[src/rtl/lsu.sv]
// RV32I load/store unit: turns one core load/store into a word-aligned, byte-enabled
// memory transaction, stalls the core until it completes, and returns extended load data.
module lsu #(
    parameter int unsigned TIMEOUT = 15
) (
    input  logic        CLK,
    input  logic        RESET,
    input  logic        REQ,
    input  logic        WE,
    input  logic [2:0]  FUNC3,
    input  logic [31:0] ADDR,
    input  logic [31:0] WDATA,
    output logic        STALL,
    output logic        DONE,
    output logic        ERR,
    output logic [31:0] RDATA,
    output logic        MEM_REQ,
    output logic        MEM_WE,
    output logic [31:0] MEM_ADDR,
    output logic [3:0]  MEM_BE,
    output logic [31:0] MEM_WDATA,
    input  logic        MEM_GNT,
    input  logic        MEM_RVALID,
    input  logic [31:0] MEM_RDATA
);

    typedef enum logic [1:0] {StIdle, StReq, StWait, StDone} state_e;

    state_e      state_q, state_d;
    logic        we_q, we_d;
    logic [2:0]  func3_q, func3_d;
    logic [1:0]  off_q, off_d;
    logic [3:0]  be_q, be_d;
    logic [31:0] addr_q, addr_d;
    logic [31:0] wdata_q, wdata_d;
    logic [31:0] rdata_q, rdata_d;
    logic        err_q, err_d;
    logic [7:0]  cnt_q, cnt_d;

    logic        func_ok, misaligned, legal;
    logic [3:0]  be_new;
    logic [31:0] wdata_new;
    logic [7:0]  cnt_inc;
    logic        timeout_hit;
    logic [31:0] lane;
    logic [31:0] ext;

    // Request decode: legality, byte enables and lane-replicated store data.
    always_comb begin
        func_ok    = WE ? (FUNC3 < 3'd3) : !(FUNC3 == 3'd3 || FUNC3[2:1] == 2'b11);
        misaligned = (FUNC3[1:0] == 2'd1 && ADDR[0]) ||
                     (FUNC3[1:0] == 2'd2 && ADDR[1:0] != 2'b00);
        legal      = func_ok && !misaligned;
        case (FUNC3[1:0])
            2'd0: begin
                be_new    = 4'b0001 << ADDR[1:0];
                wdata_new = {4{WDATA[7:0]}};
            end
            2'd1: begin
                be_new    = 4'b0011 << ADDR[1:0];
                wdata_new = {2{WDATA[15:0]}};
            end
            default: begin
                be_new    = 4'b1111;
                wdata_new = WDATA;
            end
        endcase
    end

    assign cnt_inc     = cnt_q + 8'd1;
    assign timeout_hit = (cnt_inc == 8'(TIMEOUT));

    always_comb begin
        state_d = state_q;
        we_d    = we_q;
        func3_d = func3_q;
        off_d   = off_q;
        be_d    = be_q;
        addr_d  = addr_q;
        wdata_d = wdata_q;
        rdata_d = rdata_q;
        err_d   = err_q;
        cnt_d   = cnt_q;
        case (state_q)
            StIdle: begin
                if (REQ) begin
                    we_d    = WE;
                    func3_d = FUNC3;
                    off_d   = ADDR[1:0];
                    be_d    = be_new;
                    addr_d  = {ADDR[31:2], 2'b00};
                    wdata_d = wdata_new;
                    cnt_d   = 8'd0;
                    err_d   = !legal;
                    state_d = legal ? StReq : StDone;
                end
            end
            StReq: begin
                cnt_d = cnt_inc;
                // A real completion wins over a timeout landing in the same cycle.
                if (MEM_GNT && MEM_RVALID) begin
                    rdata_d = MEM_RDATA;
                    state_d = StDone;
                end else if (timeout_hit) begin
                    err_d   = 1'b1;
                    state_d = StDone;
                end else if (MEM_GNT) begin
                    state_d = StWait;
                end
            end
            StWait: begin
                cnt_d = cnt_inc;
                if (MEM_RVALID) begin
                    rdata_d = MEM_RDATA;
                    state_d = StDone;
                end else if (timeout_hit) begin
                    err_d   = 1'b1;
                    state_d = StDone;
                end
            end
            default: state_d = StIdle;
        endcase
    end

    always_ff @(posedge CLK or negedge RESET) begin
        if (!RESET) begin
            state_q <= StIdle;
            we_q    <= 1'b0;
            func3_q <= 3'd0;
            off_q   <= 2'd0;
            be_q    <= 4'd0;
            addr_q  <= 32'd0;
            wdata_q <= 32'd0;
            rdata_q <= 32'd0;
            err_q   <= 1'b0;
            cnt_q   <= 8'd0;
        end else begin
            state_q <= state_d;
            we_q    <= we_d;
            func3_q <= func3_d;
            off_q   <= off_d;
            be_q    <= be_d;
            addr_q  <= addr_d;
            wdata_q <= wdata_d;
            rdata_q <= rdata_d;
            err_q   <= err_d;
            cnt_q   <= cnt_d;
        end
    end

    assign lane = rdata_q >> {off_q, 3'b000};

    always_comb begin
        case (func3_q)
            3'd0:    ext = {{24{lane[7]}}, lane[7:0]};
            3'd1:    ext = {{16{lane[15]}}, lane[15:0]};
            3'd2:    ext = lane;
            3'd4:    ext = {24'd0, lane[7:0]};
            3'd5:    ext = {16'd0, lane[15:0]};
            default: ext = 32'd0;
        endcase
    end

    // STALL is gated by RESET so it is low during reset even with REQ held high.
    assign STALL     = RESET && ((state_q == StIdle && REQ) || state_q == StReq ||
                                 state_q == StWait);
    assign MEM_REQ   = (state_q == StReq);
    assign MEM_WE    = MEM_REQ && we_q;
    assign MEM_ADDR  = MEM_REQ ? addr_q : 32'd0;
    assign MEM_BE    = MEM_REQ ? be_q : 4'd0;
    assign MEM_WDATA = MEM_REQ ? wdata_q : 32'd0;
    assign DONE      = (state_q == StDone);
    assign ERR       = DONE && err_q;
    assign RDATA     = (DONE && !we_q && !err_q) ? ext : 32'd0;

endmodule
[config.mk]
export PLATFORM = sky130hd
export DESIGN_NAME = lsu
export DESIGN_NICKNAME = d
export VERILOG_FILES = /design/src/rtl/lsu.sv
export SDC_FILE = /design/constraint.sdc
export NUM_CORES = 1
export LEC_CHECK = 0
export ABC_AREA = 1
export BUFFER_PORTS_ARGS = -buffer_cell sky130_fd_sc_hd__buf_2
export CAP_MARGIN = 20
export CORE_MARGIN = 8
export CORE_UTILIZATION = 45
export CTS_BUF_LIST = sky130_fd_sc_hd__clkbuf_4
export CTS_CLUSTER_DIAMETER = 120
export DETAILED_ROUTE_END_ITERATION = 8
export PLACE_DENSITY = 0.75
export REMOVE_ABC_BUFFERS = 1
export SYNTH_ARGS = -nofsm -noshare
export SYNTH_HDL_FRONTEND = slang
export SYNTH_SLANG_ARGS = --single-unit
[constraint.sdc]
create_clock -name CLK -period 1.8 [get_ports CLK]
set_clock_uncertainty 0.1 [all_clocks]
set_input_delay 0.18 -clock CLK [delete_from_list [all_inputs] [get_ports CLK]]
set_output_delay 0.18 -clock CLK [all_outputs]
set_load 0.01 [all_outputs]
==> results of run 1 <==
## per-layer routing
layer / vias to the layer above / wire [µm] / part of all wire (%)
li1: 3461 / - / -
met1: 4136 / 12100 / 31
met2: 1020 / 17200 / 44
met3: 401 / 5530 / 14
met4: 4 / 4180 / 11
met5: - / 26 / 0.067
## placed cells by master (no fill, tap or decap), types with 5 or more instances in the layout
cell type / instances
nand2_1: 156
buf_2: 137
dfrtp_1: 114
nand2_4: 111
dlygate4sd3_1: 111
buf_6: 103
nor2_1: 73
inv_2: 68
nand2_2: 54
buf_4: 35
a21oi_1: 24
inv_1: 21
o21ai_2: 19
mux2_4: 18
clkbuf_4: 18
buf_12: 17
o21ai_1: 16
a21oi_2: 14
buf_16: 13
mux2_2: 12
nor2_4: 11
clkbuf_16: 11
buf_8: 8
o21bai_1: 7
inv_4: 6
a211oi_2: 6
nand3_1: 6
nor2_2: 5
mux2i_1: 5
nand2_8: 5
a22o_1: 5
clkinv_2: 5
## state kept, by name (all words and copies together) (netlist names)
register  flops
state_q       2
be_q          4
we_q          1
addr_q       30
rdata_q      32
func3_q       3
err_q         1
off_q         2
cnt_q         8
wdata_q      32
## critical path: stages, from the launching register on
cell      delay (ns)
dfrtp_1         0.50
ha_4            0.20
inv_4           0.04
nor3_4          0.28
o21ai_4         0.15
buf_6           0.17
a211oi_2        0.22
buf_2           0.21
## power by group through the flow
| stage | registers [mW] | clock network (mW) | logic, mW |
|---|---|---|---|
| 3_5_place_dp | 4.58 | 0 | 6.90 |
| 6_report | 5.47 | 2.26 | 15.3 |
| 3_3_place_gp | 4.55 | 0 | 6.76 |
| 2_1_floorplan | 4.47 | 0 | 4.31 |
| 4_1_cts | 4.79 | 2.12 | 10.7 |
| 5_1_grt | 5.50 | 2.32 | 15.8 |
## logic make-up after synthesis
group | Yosys count
adder cells (fa/ha/maj) | 6
other | 1
XOR/XNOR | 1
AND/OR/NAND/NOR | 433
buffers and inverters | 141
multiplexers | 37
AO/OA/AOI/OAI | 108
flip-flops | 115
## layout make-up
class | instances | share of cell area (%)
diodes | 2 | 0.0400
clock buffers | 18 | 1.08
clock inverters | 14 | 1.34
inverters | 99 | 3.25
multi-input cells | 588 | 35.0
flip-flops and latches | 115 | 23.0
well taps | 180 | 1.80
repair buffers | 435 | 34.5
## synth_stat cells
| master | count |
|---|---|
| nor2_2 | 2 |
| a22o_1 | 5 |
| clkbuf_1 | 27 |
| nand3_1 | 8 |
| conb_1 | 1 |
| nand3_2 | 1 |
| o311ai_0 | 1 |
| a21oi_1 | 41 |
| nand2_1 | 325 |
| buf_1 | 3 |
| o211ai_2 | 1 |
| o22ai_1 | 2 |
| or2_2 | 4 |
| nor2_1 | 87 |
| xor2_1 | 1 |
| o21ai_4 | 1 |
| mux2_2 | 30 |
| mux2i_1 | 7 |
| nand3_4 | 1 |
| a211oi_1 | 8 |
| o21ai_0 | 36 |
| o21bai_1 | 7 |
| buf_6 | 1 |
| ha_1 | 6 |
| o211ai_1 | 1 |
| nor3_1 | 4 |
| buf_2 | 8 |
| a31oi_1 | 3 |
| buf_4 | 3 |
| o21a_2 | 1 |
| dfrtp_1 | 115 |
| o21ai_1 | 1 |
| inv_2 | 1 |
| inv_1 | 98 |
| nor3b_1 | 1 |
## through the flow
step | worst slack [ns] | util (%) | power [mW]
after floorplan | -2.01 | - | 8.78
after global placement | -0.0302 | 56.0 | 11.3
after detailed placement | -0.0581 | 56.0 | 11.5
after CTS | -0.574 | 77.4 | 17.6
after global routing | -0.881 | 91.2 | 23.6
final | -0.851 | 91.2 | 23.1
## timing repair
item | in CTS | in global routing
buffers inserted | 29 | 35
gates cloned | 18 | 15
gates resized for setup | 255 | 441
setup endpoints to repair | 146 | 217
hold buffers | 111 | 0
pin swaps | 6 | 36
hold endpoints to repair | 222 | 0
## worst max path at each step
stage               startpoint           to  slack (ns)
floorplan           state_q[0]      be_q[1]       -2.01
CTS                   off_q[0]    RDATA[22]       -0.57
global placement      off_q[0]    RDATA[22]       -0.03
global route        state_q[1]     RDATA[5]       -0.88
detailed placement  state_q[0]  rdata_q[28]       -0.06
finish              state_q[1]     RDATA[5]       -0.85
==> impl_metrics.yaml, run 1 <==
cells_and_area:
  final-seq-area_mm2: 0.00288
  fin_area_mm2: 0.0125
  multi_input_area_mm2: 0.00439
  nNetsFinal: 1367
  post_layout_nonfiller_instances: 1451
  fillers: 429
  drive_gt1_share_pct: 56.3
  area_growth_pct: 101
clocking:
  clk_pin_slew_ns: 0.14
  clk_latency_ns: 0.59
  cts_root_buf: "clkbuf_4"
  cts.sinks: 115
  cts_max_level: 4
  cts_buffers: 17
  cts_buffer_depth: 2
  cts_tree: "built"
routing:
  viasPerCell: 6.22
  dr.pass1.iters: 6
  wl_per_cell_um: 26.9
  ant_nets: 0
  drt_iter0_drc: 1136
  drt-total-wl_um: 39100
  num_vias: 9022
  drc: 0
placed_design:
  port_buffers: 207
  routabilityCongestion: 0.861
  place_inst: 1225
  dpl.hpwl_um: 13600
  dpl_cell_area_mm2: 0.00768
pwr:
  switching_share_pct: 46.9
  p_int_mw: 12.2
  pwr-share-clk_pct: 9.8
  power_leakage_nw: 6.90
  power_density_mw_per_mm2: 1840
  seq_power_share_pct: 23.7
  pwr-share-comb_pct: 66.5
  vdd_drop_max_mv: 0.936
  p_sw_mw: 10.8
synth:
  synthXorXnorAreaFrac_pct: 0.140
  synth_area_per_cell_um2: 7.41
  syn_area_mm2: 0.00624
  synth_fa_ha_area_share_pct: 1.20
  synth-compound-area-share_pct: 10.1
  netlist.area_leader.share_pct: 46.1
  synth_area_leader_cell: "dfrtp_1"
  yosysUniqueCellTypes: 35
  synth_warnings: 0
  postSynthCellCount: 842
  yosysSeqAreaShare_pct: 46.1
  synth_top_family_by_area: "simple AND/OR/NAND/NOR gates"
  synthMuxAreaShare_pct: 6.53
  synth-seq-cells: 115
  yosys.area_share.simple_pct: 26.9
  yosys-top-cells-area: "dfrtp_1 (46%), nand2_1 (20%), inv_1 (5.9%)"
worst_setup_path:
  rr_startpoint: "state_q[1]"
  ff2ff_setup_slack_ns: -0.58
  end_kind: "output port"
  crit_arrival_ns: 2.37
  path_max_fanout: 5
  worstSetupPathType: "register to output port"
  start_kind: "register"
  rr_endpoint: "wdata_q[22]"
  r2r_cells: 14
  required_ns: 1.52
sta:
  final_max_slew_viol_count: 0
  rsz0062_at_grt: "yes"
  relSlewSlack_pct: 56.6
  setup_slack_ns: -0.851
  period_share_pct: 147
  setup_viol: 218
  tightest_slew_ns: 0.651
  max_clock_freq_ghz: 0.377
  layout_min_cycle_time_ns: 2.65
  whs_ns: 0.141
  tns_ns: -111.62
  hold_viol_final: 0
die:
  die_area_mm2: 0.0179
  core_area_mm2: 0.0137
  die_w_um: 134
  die_h_um: 134
  rows: 43
  boundaryPins: 210
  floorplan.initialDensity_pct: 45.5
global_route:
  gr-usage-met3_pct: 9.16
  grt_max_degree: 116
  antenna_found_initial: 2
  grt_pass1_vias: 7962
  met1_usage_pct: 33.6
  grt_use_met2_pct: 50.2
  grt_overflow: 0
  grt_pass1_wl_um: 42400
  grt_usage_pct: 29.9
  busiest_layer: "met2"
min_path:
  worstHoldPathType: "input port to register"
  hold_path_end: "wdata_q[31]"
  whs_path_depth: 4
  hp-start: "FUNC3[1]"
outcome:
  outcome: "finished with violations"
  violations: "negative setup slack"
run:
  cap_violations: 0
(Power assumes the default switching activity.)
==> run 2: changes to the inputs <==
- SKIP_LAST_GASP: default -> 1
==> impl_metrics.yaml, run 2 (synthesis results as in run 1) <==
worst_setup_path:
  critical_path.slowest_cell: "dfrtp_1"
  cp_cell_sequence: "buf_6 > inv_4 > buf_4 > ha_4 > nand2_8 > buf_6 > buf_8 > clkinvlp_4 > buf_6 > buf_12 > nand2_4 > nand2_2 > o21ai_1 > nand2_1"
  rr_startpoint: "state_q[1]"
  ff2ff_setup_slack_ns: -0.85
  crit_buf_inv: 8
  crit_arrival_ns: 2.99
  worstSetupPathType: "register to register"
  end_kind: "register"
  required_ns: 2.15
  path_max_fanout: 6
  rr_endpoint: "wdata_q[22]"
  r2r_cells: 14
  path_delay_family: "buffers and inverters"
  crit_top_cell: "buf_6"
  start_kind: "register"
  max_stage_delay_ns: 0.48
routing:
  drt_iter0_drc: 1186
  drt-total-wl_um: 35900
  dr.pass1.iters: 7
  drc: 0
  ant_nets: 0
  num_vias: 8590
  viasPerCell: 5.95
  wl_per_cell_um: 24.9
die:
  boundaryPins: 210
  die_h_um: 134
  floorplan.initialDensity_pct: 45.5
  core_area_mm2: 0.0137
  rows: 43
  die_area_mm2: 0.0179
  die_w_um: 134
global_route:
  grt_overflow: 0
  grt_max_degree: 116
  grt_pass1_vias: 7887
  grt_pass1_wl_um: 41700
  grt_usage_pct: 29.4
  antenna_found_initial: 3
clocking:
  cts_buffer_depth: 2
  clk_pin_slew_ns: 0.13
  cts_tree: "built"
  clk_latency_ns: 0.57
  cts.sinks: 115
  cts_buffers: 17
  cts_max_level: 4
  cts_root_buf: "clkbuf_4"
sta:
  whs_ns: 0.0484
  tns_ns: -92.62
  setup_viol: 217
  max_clock_freq_ghz: 0.378
  final_max_slew_viol_count: 0
  layout_min_cycle_time_ns: 2.65
  relSlewSlack_pct: 55.8
  period_share_pct: 147
  hold_viol_final: 0
  tightest_slew_ns: 0.664
  rsz0062_at_grt: "yes"
  setup_slack_ns: -0.846
min_path:
  hold_path_end: "wdata_q[15]"
  worstHoldPathType: "input port to register"
  whs_path_depth: 4
  hp-start: "FUNC3[0]"
cells_and_area:
  final_common_cell: "nand2_1"
  nNetsFinal: 1358
  largestRegisters: "rdata_q x32, wdata_q x32, addr_q x30"
  fillers: 522
  layout_common_cells: "nand2_1 (162), buf_2 (139), dfrtp_1 (112), dlygate4sd3_1 (110)"
  area_growth_pct: 94.9
  fin_area_mm2: 0.0122
  post-route-util_pct: 88.7
  post_layout_nonfiller_instances: 1443
  drive_gt1_share_pct: 54.4
placed_design:
  dpl.hpwl_um: 13600
  place_ws_ns: -0.0581
  dpl_cell_area_mm2: 0.00768
  routabilityCongestion: 0.861
  port_buffers: 207
  place_inst: 1225
pwr:
  power_leakage_nw: 6.72
  vdd_drop_max_mv: 0.887
  power_density_mw_per_mm2: 1800
  finalPower_mw: 21.9
outcome:
  violations: "negative setup slack"
  outcome: "finished with violations"
run:
  cap_violations: 0
==> run 2: worst max-delay path by stage <==
stage | startpoint | endpoint | slack, ns | depth (start not counted)
final | state_q[1] | wdata_q[22] | -0.85 | 14
after floorplan | state_q[0] | be_q[1] | -2.01 | 6
after global placement | off_q[0] | RDATA[22] | -0.03 | 9
after detailed placement | state_q[0] | rdata_q[28] | -0.06 | 7
after CTS | off_q[0] | RDATA[22] | -0.57 | 9
after global routing | state_q[0] | wdata_q[22] | -0.82 | 15
==> run 2: per-layer routing <==
metal  up-vias  global-route usage [%]  routed length (µm)
met5         -                       0                  12
met4         2                    14.4                3070
met3       305                    8.94                4740
met2       894                    49.1               16400
met1      3960                    33.6               11600
li1       3429                       -                   -
==> run 2: area by class of cell <==
| cell class | instances | area (µm²) | share of cell area [%] |
|---|---|---|---|
| clock buffer | 18 | 135 | 1.11 |
| clock inverter | 14 | 168 | 1.38 |
| sequential | 115 | 2880 | 23.7 |
| tap | 180 | 225 | 1.85 |
| timing repair buffer | 426 | 4150 | 34.1 |
| multi-input combinational | 588 | 4210 | 34.6 |
| inverter | 99 | 390 | 3.21 |
| antenna | 3 | 7.51 | 0.0617 |
==> run 2: repair_timing <==
action	CTS	global route
setup buffers	29	30
hold endpoints to repair	222	0
resized for setup	204	436
pin swaps	6	43
hold buffers	110	0
gates cloned	18	13
setup endpoints to repair	146	218
==> run 2: worst min-delay path: stages <==
cell and delay [ns]:
buf_2 0.12, nor2_2 0.13, a21oi_4 0.18, a21oi_2 0.07
==> run 2: power breakdown <==
| part | switching, mW | internal (mW) |
|---|---|---|
| logic | 7.28 | 6.97 |
| registers | 1.64 | 3.81 |
| clock network | 1.11 | 1.09 |
| total | 10.0 | 11.9 |
==> run 3: changes to the inputs <==
- PLACE_DENSITY: 0.75 -> 0.8
==> impl_metrics.yaml, run 3 (synthesis results as in run 1) <==
sta:
  rsz0062_at_grt: "yes"
  layout_min_cycle_time_ns: 2.39
  hold_viol_final: 0
  setup_slack_ns: -0.589
  period_share_pct: 133
  relSlewSlack_pct: 56.4
  final_max_slew_viol_count: 0
  setup_viol: 205
  tightest_slew_ns: 0.654
  max_clock_freq_ghz: 0.419
  tns_ns: -64.03
routing:
  drt-total-wl_um: 33300
  drc: 0
  num_vias: 8364
  ant_nets: 0
  dr.pass1.iters: 5
  wl_per_cell_um: 23.2
  viasPerCell: 5.83
  drt_iter0_drc: 1070
placed_design:
  dpl.hpwl_um: 13700
  port_buffers: 207
  routabilityCongestion: 0.871
  place_ws_ns: -0.0794
cells_and_area:
  fillers: 628
  final_common_cell: "nand2_1"
  final-seq-area_mm2: 0.00288
  multi_input_area_mm2: 0.00382
  largestRegisters: "rdata_q x32, wdata_q x32, addr_q x30"
  post-route-util_pct: 84.9
  nNetsFinal: 1352
  drive_gt1_share_pct: 48.2
  area_growth_pct: 86.7
  layout_common_cells: "nand2_1 (227), buf_2 (140), dfrtp_1 (114), dlygate4sd3_1 (104), buf_6 (91)"
die:
  die_w_um: 134
  core_area_mm2: 0.0137
  die_area_mm2: 0.0179
  floorplan.initialDensity_pct: 45.5
  rows: 43
  boundaryPins: 210
  die_h_um: 134
outcome:
  violations: "negative setup slack"
  outcome: "finished with violations"
min_path:
  worstHoldPathType: "input port to register"
  hold_path_end: "state_q[0]"
  whs_path_depth: 6
  hp-start: "MEM_GNT"
worst_setup_path:
  path_delay_family: "flip-flops"
  ff2ff_setup_slack_ns: -0.41
  rr_endpoint: "rdata_q[22]"
  r2r_cells: 11
  required_ns: 1.52
  rr_startpoint: "state_q[0]"
  worstSetupPathType: "register to output port"
  crit_arrival_ns: 2.11
  crit_buf_inv: 2
  critical_path.slowest_cell: "dfrtp_2"
  max_stage_delay_ns: 0.45
  path_max_fanout: 21
  cp_cell_sequence: "buf_4 > mux2i_1 > nor2_1 > nor2_1 > nor2_1 > buf_2"
  crit_top_cell: "nor2_1"
  end_kind: "output port"
  start_kind: "register"
global_route:
  grt_max_degree: 116
  grt_usage_pct: 27.4
  antenna_found_initial: 3
  grt_pass1_vias: 7670
  grt_overflow: 0
  grt_pass1_wl_um: 39200
clocking:
  cts_buffer_depth: 2
  cts.sinks: 115
  clk_latency_ns: 0.53
  cts_root_buf: "clkbuf_4"
  cts_buffers: 17
  cts_max_level: 4
  cts_tree: "built"
  clk_pin_slew_ns: 0.10
run:
  cap_violations: 0
pwr:
  power_density_mw_per_mm2: 1760
  power_leakage_nw: 6.50
  vdd_drop_max_mv: 0.984
run 3: changes by cell type in the layout (fill, tap and decap cells not counted), sizes merged, moves of 2 or more:
cell | previous run | this run
buf | 307 | 302
bufinv | 4 | 2
clkbuf | 27 | 37
clkinv | 9 | 7
dlygate4sd3 | 110 | 104
run 3: worst max-delay path by stage:
stage | from | slack (ns) | cells past startpoint | end
final | off_q[0] | -0.59 | 6 | RDATA[22]
after CTS | off_q[0] | -0.52 | 10 | RDATA[29]
after detailed placement | state_q[0] | -0.08 | 7 | rdata_q[25]
after floorplan | state_q[0] | -2.01 | 6 | be_q[1]
after global placement | state_q[0] | -0.02 | 7 | rdata_q[2]
after global routing | off_q[0] | -0.70 | 10 | RDATA[24]
run 3: cell type report:
cell class,instances,share of cell area [%]
flip-flops and latches,115,24.7
inverters,99,3.41
clock inverters,8,0.752
multi-input cells,587,32.8
well taps,180,1.93
diodes,2,0.0430
repair buffers,421,35.0
clock buffers,22,1.42
run 3: metal layers:
layer / GRT usage [%] / up-vias / part of all wire (%)
li1: - / 3415 / -
met1: 30.7 / 3935 / 33
met2: 45.5 / 771 / 47
met3: 9.61 / 241 / 12
met4: 13.5 / 2 / 7.3
met5: 0 / - / 0.024
run 3: power by group:
group,internal (mW),leakage [nW],total (mW),switching (mW)
Sequential,3.81,1.40,5.17,1.36
Clock,0.869,0.148,1.93,1.06
Combinational,6.61,4.95,13.4,6.82
Total,11.3,6.50,20.5,9.25
run 3: worst reg2reg max path, stage by stage, from the launching register on:
cell	delay, ns
dfrtp_1	0.41
buf_6	0.13
buf_6	0.11
inv_4	0.07
buf_12	0.10
ha_4	0.12
inv_2	0.05
or2_4	0.28
nand3_4	0.14
buf_4	0.15
buf_12	0.13
mux2_4	0.31
run 3: stage by stage:
step | instances | power [mW] | hold slack (ns) | area (µm²)
3_5_place_dp | 1233 | 11.5 | 0.251 | 7750
5_1_grt | 1434 | 21.3 | 0.0524 | 11700
2_1_floorplan | 801 | 8.78 | -0.216 | 6060
4_1_cts | 1395 | 15.9 | 0.0357 | 9810
6_report | 1434 | 20.5 | 0.0304 | 11700
3_3_place_gp | 1233 | 11.3 | 0.255 | 7750
run 3: what timing repair did:
item / in CTS / in global routing
setup endpoints to repair: 142 / 157
pin swaps: 8 / 26
hold buffers: 104 / 0
hold endpoints to repair: 221 / 0
cloned: 8 / 19
resized for setup: 109 / 399
buffers inserted: 21 / 28
